$ cat src/rtl/cla_pkg.sv
// Shared types and sizing for the serial carry-lookahead adder; combinational only, no latency.
// No handshake: constants and a sizing helper only, so there is no backpressure.
package cla_pkg;
   typedef enum logic [1:0] {
      IDLE = 2'd0,
      RUN  = 2'd1,
      DONE = 2'd2
   } state_t;

   localparam int GROUP_BITS = 4;

   // Index width for WIDTH/4 groups, kept at least 1 bit so WIDTH=4 still builds.
   function automatic int idx_width(input int width);
      return (width / GROUP_BITS > 1) ? $clog2(width / GROUP_BITS) : 1;
   endfunction
endpackage

$ cat src/rtl/cla_slice_4bit.sv
// One 4-bit carry-lookahead group: sum bits, group generate/propagate, carry into bit 3.
// Purely combinational, zero latency; no handshake, so there is no backpressure.
module cla_slice_4bit (
   input  logic [3:0] a,
   input  logic [3:0] b,
   input  logic       c0,
   output logic [3:0] s,
   output logic       G,
   output logic       P,
   output logic       c3
);
   logic [3:0] gen;
   logic [3:0] prp;
   logic [3:0] c;

   assign gen = a & b;
   assign prp = a | b;

   // Every carry is flattened from c0; no carry depends on another carry.
   assign c[0] = c0;
   assign c[1] = gen[0] | (prp[0] & c0);
   assign c[2] = gen[1] | (prp[1] & gen[0]) | (prp[1] & prp[0] & c0);
   assign c[3] = gen[2] | (prp[2] & gen[1]) | (prp[2] & prp[1] & gen[0])
               | (prp[2] & prp[1] & prp[0] & c0);

   assign s  = a ^ b ^ c;
   assign c3 = c[3];
   assign G  = gen[3] | (prp[3] & gen[2]) | (prp[3] & prp[2] & gen[1])
             | (prp[3] & prp[2] & prp[1] & gen[0]);
   assign P  = &prp;
endmodule

$ cat src/rtl/cla_serial_adder32.sv
// Serial adder: one 4-bit lookahead group per cycle; optional overflow via CLA_SERIAL_OVERFLOW_EN.
// Latency WIDTH/4 cycles from accept to done; start is ignored while busy, so it is a drop, not a stall.
module cla_serial_adder32
   import cla_pkg::*;
#(
   parameter int WIDTH = 32
) (
   input  logic             clk,
   input  logic             rst,
   input  logic             start,
   input  logic [WIDTH-1:0] a,
   input  logic [WIDTH-1:0] b,
   input  logic             cin,
   output logic             busy,
   output logic             done,
   output logic [WIDTH-1:0] sum,
   output logic             cout,
   output logic             overflow
);
   localparam int NGROUPS = WIDTH / GROUP_BITS;
   localparam int IW      = idx_width(WIDTH);
   localparam logic [IW-1:0] LAST_IDX = IW'(NGROUPS - 1);

   state_t           state_q, state_d;
   logic [WIDTH-1:0] a_q, b_q, sum_q;
   logic             carry_q, cout_q;
   logic [IW-1:0]    idx_q;

   logic [3:0] grp_a, grp_b, grp_s;
   logic       grp_g, grp_p, grp_c3, carry_nxt;
   logic       accept, last_grp;

   assign grp_a     = a_q[idx_q*GROUP_BITS +: GROUP_BITS];
   assign grp_b     = b_q[idx_q*GROUP_BITS +: GROUP_BITS];
   assign carry_nxt = grp_g | (grp_p & carry_q);
   assign accept    = (state_q == IDLE) && start;
   assign last_grp  = (state_q == RUN) && (idx_q == LAST_IDX);

   cla_slice_4bit u_slice (
      .a  (grp_a),
      .b  (grp_b),
      .c0 (carry_q),
      .s  (grp_s),
      .G  (grp_g),
      .P  (grp_p),
      .c3 (grp_c3)
   );

   always_comb begin
      state_d = state_q;
      case (state_q)
         IDLE:    if (start) state_d = RUN;
         RUN:     if (idx_q == LAST_IDX) state_d = DONE;
         DONE:    state_d = IDLE;
         default: state_d = IDLE;
      endcase
   end

   always_ff @(posedge clk or posedge rst) begin
      if (rst) begin
         state_q <= IDLE;
         a_q     <= '0;
         b_q     <= '0;
         sum_q   <= '0;
         carry_q <= 1'b0;
         cout_q  <= 1'b0;
         idx_q   <= '0;
      end else begin
         state_q <= state_d;
         if (accept) begin
            a_q     <= a;
            b_q     <= b;
            carry_q <= cin;
            idx_q   <= '0;
            sum_q   <= '0;
            cout_q  <= 1'b0;
         end else if (state_q == RUN) begin
            sum_q[idx_q*GROUP_BITS +: GROUP_BITS] <= grp_s;
            carry_q <= carry_nxt;
            idx_q   <= idx_q + 1'b1;
            if (last_grp) cout_q <= carry_nxt;
         end
      end
   end

`ifdef CLA_SERIAL_OVERFLOW_EN
   logic ovf_q;

   // Carry into the MSB differs from carry out of it exactly on signed overflow.
   always_ff @(posedge clk or posedge rst) begin
      if (rst)           ovf_q <= 1'b0;
      else if (accept)   ovf_q <= 1'b0;
      else if (last_grp) ovf_q <= grp_c3 ^ carry_nxt;
   end

   assign overflow = ovf_q;
`else
   logic unused_c3;
   assign unused_c3 = grp_c3;
   assign overflow  = 1'b0;
`endif

   assign busy = (state_q != IDLE);
   assign done = (state_q == DONE);
   assign sum  = sum_q;
   assign cout = cout_q;
endmodule

$ cat config.mk
export PLATFORM = sky130hd
export DESIGN_NAME = cla_serial_adder32
export DESIGN_NICKNAME = d
export VERILOG_FILES = /design/src/rtl/cla_pkg.sv /design/src/rtl/cla_slice_4bit.sv /design/src/rtl/cla_serial_adder32.sv
export SDC_FILE = /design/constraint.sdc
export NUM_CORES = 1
export LEC_CHECK = 0
export ABC_AREA = 1
export BUFFER_PORTS_ARGS = -buffer_cell sky130_fd_sc_hd__buf_4
export CORE_UTILIZATION = 53
export CTS_BUF_LIST = sky130_fd_sc_hd__clkbuf_4 sky130_fd_sc_hd__clkbuf_8
export DETAILED_ROUTE_END_ITERATION = 16
export PLACE_DENSITY_LB_ADDON = 0.2
export SYNTH_ARGS = -nofsm -noshare
export SYNTH_HDL_FRONTEND = slang
export SYNTH_SLANG_ARGS = --single-unit
$ cat constraint.sdc
create_clock -name clk -period 4.3 [get_ports clk]
set_clock_uncertainty 0.1 [all_clocks]
set_input_delay 0.86 -clock clk [delete_from_list [all_inputs] [get_ports clk]]
set_output_delay 0.86 -clock clk [all_outputs]
set_load 0.01 [all_outputs]
## After elaboration in Yosys (flattened, before gate mapping)

Cells that the tools add are included.

| cells by class | value |
|---|---|
| $add $sub $neg | 2 |
| equality and inequality tests | 5 |
| shift operators | 4 |
| mux-type cells | 13 |
| bitwise logic cells | 29 |
| reduce and logical (&&, ||, !) cells | 9 |

Operators by type and width:

| cell | number |
|---|---|
| 32-bit two-way mux | 2 |
| 32-bit by 6-bit indexed part select with 4-bit output | 2 |
| 5-bit negator with 34-bit output | 1 |
| 4-bit by 34-bit variable shift with 32-bit output, first input constant | 1 |
| 4-bit by 34-bit indexed part select with 32-bit output | 1 |
| 32-bit bitwise mux | 1 |
| 1-bit AND | 15 |
| 1-bit bitwise OR | 10 |
| 4-bit XOR | 2 |
| 3-bit two-way mux | 2 |
| 2-bit nonzero test | 3 |
| 1-bit two-way mux | 5 |
| 4-bit AND | 1 |
| 2-bit two-way mux | 2 |
| 2-bit inequality test, second input constant | 2 |
| 4-bit bitwise OR | 1 |
| 2-bit case mux with 2 select lines | 1 |
| 2-bit AND reduction | 2 |
| 4-bit AND reduction | 1 |
| 3-bit by 1-bit adder with 3-bit output, second input constant | 1 |
| 3-bit == test, second input constant | 1 |
| 2-bit by 1-bit == test with 1-bit output, second input constant | 1 |
| 2-bit == test, second input constant | 1 |
| 1-bit logical AND | 2 |
| 2-bit zero test | 1 |

| word-level totals | value |
|---|---|
| flip-flop bits (word level) | 103 |
| input port bits | 68 |
| logic and storage cells | 69 |

## Depth between registers and ports, before layout

| logic depth | value |
|---|---|
| word-level depth | 11 |
| depth in mapped cells | 19 |
| depth with buffers taken out | 18 |

## Cells and area by module

Synthesis repeated with hierarchy kept, for this count alone.

| second synthesis, totals | value |
|---|---|
| cells, all modules | 693 |
| area total of the unflattened synthesis | 5291.3 um^2 |

Modules (own cells, without submodules):

| module | times used | cells an instance | area each (um^2) | sequential area each (um^2) |
|---|---|---|---|---|
| cla_serial_adder32 | 1 | 648 | 4983.5 | 2577.5 |
| cla_slice_4bit | 1 | 45 | 307.8 | 0.0 |

## Least setup slack after synthesis

No wires, ideal clock.

| timing | value |
|---|---|
| kind | register -> register |
| from | register idx_q[0] |
| to | register sum_q[13] (netlist: sum[13]) |
| setup time | 121 ps |
| arrival | 2270 ps |
| data required time | 4079 ps |
| slack | 1810 ps |
| stages on the path, launching flop included | 15 |
| buffers on the path | 2 |
| clock period less this slack | 2490 ps |
| cells stage by stage | dfrtp_1 > inv_2 > buf_6 > buf_2 > o21ai_0 > o22ai_1 > nand2_1 > o21ai_1 > fa_1 > or2_2 > and2_1 > inv_1 > nor3_2 > nand2_1 > o21ai_1 |

| on the way | value |
|---|---|
| word-level cells in the longest chain between the ends | 11 |
| elaborated cells between the ends (all ways) | 27 |

RTL lines:

| element | line | text |
|---|---|---|
| start, declared | cla_serial_adder32.sv:27 | `logic [IW-1:0] idx_q;` |
| start signal, assigned | cla_serial_adder32.sv:80 | `idx_q <= idx_q + 1'b1;` |
| 32-bit by 6-bit indexed part select with 4-bit output, on equally long branches | cla_serial_adder32.sv:33, cla_serial_adder32.sv:34 |  |
| 4-bit bitwise OR or 4-bit AND (tied branches) | cla_slice_4bit.sv:17, cla_slice_4bit.sv:16 |  |
| 1-bit AND, on equally long branches | cla_slice_4bit.sv:23, cla_slice_4bit.sv:24 |  |
| 1-bit bitwise OR, or another cell as far along | cla_slice_4bit.sv:23 | `assign c[3] = gen[2] \| (prp[2] & gen[1]) \| (prp[2] & prp[1] & gen[0])` |
| 1-bit bitwise OR or 1-bit AND (tied branches) | cla_slice_4bit.sv:23, cla_slice_4bit.sv:24 |  |
| 1-bit bitwise OR | cla_slice_4bit.sv:24 | `\| (prp[2] & prp[1] & prp[0] & c0);` |
| 4-bit XOR | cla_slice_4bit.sv:26 | `assign s = a ^ b ^ c;` |
| 4-bit by 34-bit indexed part select with 32-bit output | cla_serial_adder32.sv:78 | `sum_q[idx_q*GROUP_BITS +: GROUP_BITS] <= grp_s;` |
| 32-bit bitwise mux * | cla_serial_adder32.sv:78 |  |
| 32-bit two-way mux * | cla_serial_adder32.sv:77 | `end else if (state_q == RUN) begin` |
| 32-bit two-way mux * | cla_serial_adder32.sv:70 | `if (accept) begin` |
| end signal, assigned by index | cla_serial_adder32.sv:78 |  |
| end, declared | cla_serial_adder32.sv:25 | `logic [WIDTH-1:0] a_q, b_q, sum_q;` |

Every way passes the cells marked *; elsewhere a longest branch is shown, timed or not. The select of a mux whose other input is x is not followed.
A chain may end at the register's enable or synchronous reset.

## Final worst setup path

| timing | value |
|---|---|
| from | register idx_q[1] |
| to | register sum_q[13] (netlist: sum[13]) |

Same word-level chain as after synthesis.

==> metrics.yaml <==
run_status:
  outcome: "finished clean"
placed_design:
  numPlacedInstances: 845
  routabilityCongestion: 0.8540
  portBuffers: 102
  detailedPlacementHpwl_um: 8554
job:
  max_cap_violations: 0
synthesis:
  synthFlopType: "dfrtp_1"
  count_of_flip_flops_with_a_built_in_enable_after_synthesis: 0
  ys_seq_area_share_pct: 50.61
  post_synthesis_async_set_or_reset_flop_share_pct: 100.0
  post_synth_instance_area_sq_um: 5092
  yosys_register_bits: 103
  gate_count_of_the_mapped_netlist: 638
  synthesis.yosys.warnings: 0
  syn_avg_cell_area_sq_um: 7.982
  synth.distinct_cells: 35
  postSynthNetCount: 723
sta:
  timing.final.crit_share_pct: 74.84
  grt_setup_unrepaired: "false"
  final_period_minus_worst_setup_slack_ns: 3.218
  slew_viol_final: 0
  worst-slew-pin-transition_ns: 0.6757
  slew_headroom_pct: 54.95
  setup_total_negative_slack_ns: 0
  report.final.setup_viol: 0
  maxClockFrequency_mhz: 310.7
  timing_hold_violations_final: 0
layout:
  stdcell_count: 859
  num_antenna_cells: 0
  layout-area-overhead-vs-synth_pct: 19.46
  drive_gt1_share_pct: 20.68
  n_fill_cell: 796
  final_nets: 812
  area.sequential_sq_um: 2577
  multi_input_comb_area_sq_um: 2175
route:
  first_pass_iters: 5
  drt_drc_violations_left: 0
  num_vias: 4421
  post_drt_via_cell_ratio: 5.147
  final_antenna_net_count: 0
  avgRoutedWirePerCell_um: 13.75
  finalWirelength_um: 11810
  first_iter_violations: 249
critical_path:
  cp_max_fo: 24
  worst_r2r_path_depth: 12
  r2r-end: "sum[13]"
  worst-setup-path-type: "reg2reg"
  crit_path_start_kind: "flip-flop"
  worst_setup_path_end_kind: "flip-flop"
  worst_r2r_startpoint: "idx_q[1]"
  worst_ep_arrival_time_ns: 3.39
  r2r_slack_ns: 1.08
  worst_ep_required_time_ns: 4.47
power:
  leakagePower_nw: 3.299
  design_power_total_w: 0.004888
  ir_drop_mv: 0.3665
  pwr_density_cell_nw_per_um2: 803.5
cts:
  post_cts.repair.setup_buffers: 0
  clk_pin_slew_worst_paths_ns: 0.10
  clock_latency_ns: 0.38
  cts_tree: "done"
  cts_sink_cnt: 103
  cts_resized: 0
  cts-hold-fix-buffers: 0
  cts.htree.levels: 3
  ctsRootBufferMaster: "clkbuf_8"
  clock_tree.buffer_depth: 2
  number_of_buffers_added_by_the_clock_tree_synthesis_step: 9
global_route:
  first_global_vias: 4245
  globalRouteTotalUtil_pct: 25.48
  grt_pass1_wl_um: 19890
  grt_start_max_net_pins: 55
  antenna_found_initial: 0
  grt_overflow: 0
hold_path:
  hold_path.class: "reg2reg"
  worst_hold_start: "a_q[27]"
  holdPathEnd: "a_q[27]"
  whs_path_depth: 2
floorplan:
  dieArea_sq_um: 10000
  initial_standard_cell_utilization_of_the_core_pct: 54.85
  floorplan.rows: 35
  pin_count: 104
  die_width_um: 100.0
  floorplan.die.height_um: 100.0
  core-area_sq_um: 9284
-- area by class of cell --
type	instances	area share, %
inverter	48	3.003
clock buffer	11	2.489
multi-input combinational	458	35.75
tap	129	2.653
timing repair buffer	107	13.41
sequential	103	42.37
clock inverter	3	0.3291
-- cell usage after synthesis (2+ instances only) --
cell type	instances	area share, %
o21ai_0	48	4.7
buf_6	3	0.66
nand3_1	28	2.8
nor3_1	4	0.39
nand2_1	261	19
a21oi_1	8	0.79
clkbuf_1	8	0.59
ha_1	16	3.9
nand3b_1	2	0.29
buf_2	14	1.4
o211ai_1	2	0.29
nand4_1	2	0.25
nor3_4	2	0.64
dfrtp_1	103	51
inv_1	34	2.5
o21ai_1	14	1.4
nor2_1	39	2.9
buf_4	3	0.44
inv_2	14	1.0
o22ai_1	13	1.6
nor2_2	6	0.74
-- sequential cells by signal, summed over array words and instances (netlist names) --
| signal | cells |
|---|---|
| state_q | 2 |
| carry_q | 1 |
| a_q | 32 |
| cout | 1 |
| b_q | 32 |
| sum | 32 |
| idx_q | 3 |
-- how the worst max path moves through the flow --
stage	depth (start not counted)	to	startpoint
after floorplan	1	a_q[0]	rst
after global placement	11	sum[20]	idx_q[1]
after detailed placement	12	sum[13]	idx_q[1]
after CTS	12	sum[13]	idx_q[1]
after global routing	14	sum[30]	idx_q[1]
final	12	sum[13]	idx_q[1]
-- cells by family (layout without fill, tap and decap cells) --
family	count (synthesis)	count (layout)	synth area share, %
compound gates	87	87	9.091
fa+ha+maj	17	17	4.324
buf+inv	77	169	6.683
flops	103	103	50.61
other cells	1	1	0.07364
simple gates	353	353	29.21
-- critical path, cell delays in order (launching register included) --
cell,delay [ns]
dfrtp_1,0.79
inv_1,0.47
o21ai_0,0.19
o22ai_1,0.09
nand2_1,0.06
o21ai_1,0.15
fa_1,0.45
or2_2,0.30
and2_1,0.17
inv_1,0.09
nor3_2,0.06
nand2_1,0.12
o21ai_1,0.07
-- through the flow --
step / hold WS [ns] / area (sq um) / util, % / setup slack (ns)
4_1_cts: 0.3820 / 6083 / 65.53 / 1.089
3_5_place_dp: 0.3601 / 5912 / 63.68 / 1.152
2_1_floorplan: 0.3436 / 5092 / - / 0.6362
3_3_place_gp: 0.3600 / 5912 / 63.68 / 1.263
5_1_grt: 0.3955 / 6083 / 65.53 / 0.7950
6_report: 0.3807 / 6083 / 65.53 / 1.082
-- cells in the final DEF (no fill, tap or decap), types with 2 or more instances in the layout --
cell        instances
a21oi_1             8
buf_4             106
clkbuf_8           11
clkinvlp_4          2
dfrtp_1           103
ha_1               16
inv_1              33
inv_2              14
nand2_1           261
nand3_1            28
nand3b_1            2
nand4_1             2
nor2_1             39
nor2_2              6
nor3_1              4
nor3_4              2
o211ai_1            2
o21ai_0            48
o21ai_1            14
o22ai_1            13
-- metal layers --
layer	global-route usage [%]	wire [um]	share of wire, %	up-vias
li1	-	-	-	2185
met1	33.82	5248	44	2064
met2	41.22	5608	47	143
met3	3.691	605	5.1	29
met4	12.93	350	3.0	0
met5	0	0	0	-
-- power by group --
group	switching (W)	internal (W)	leakage (nW)
logic	0.00168	0.000961	1.89
clock network	0.000323	0.000235	0.0833
registers	0.000288	0.00140	1.32
total	0.00229	0.00260	3.30
No activity file was read; power rests on OpenSTA's default activity.
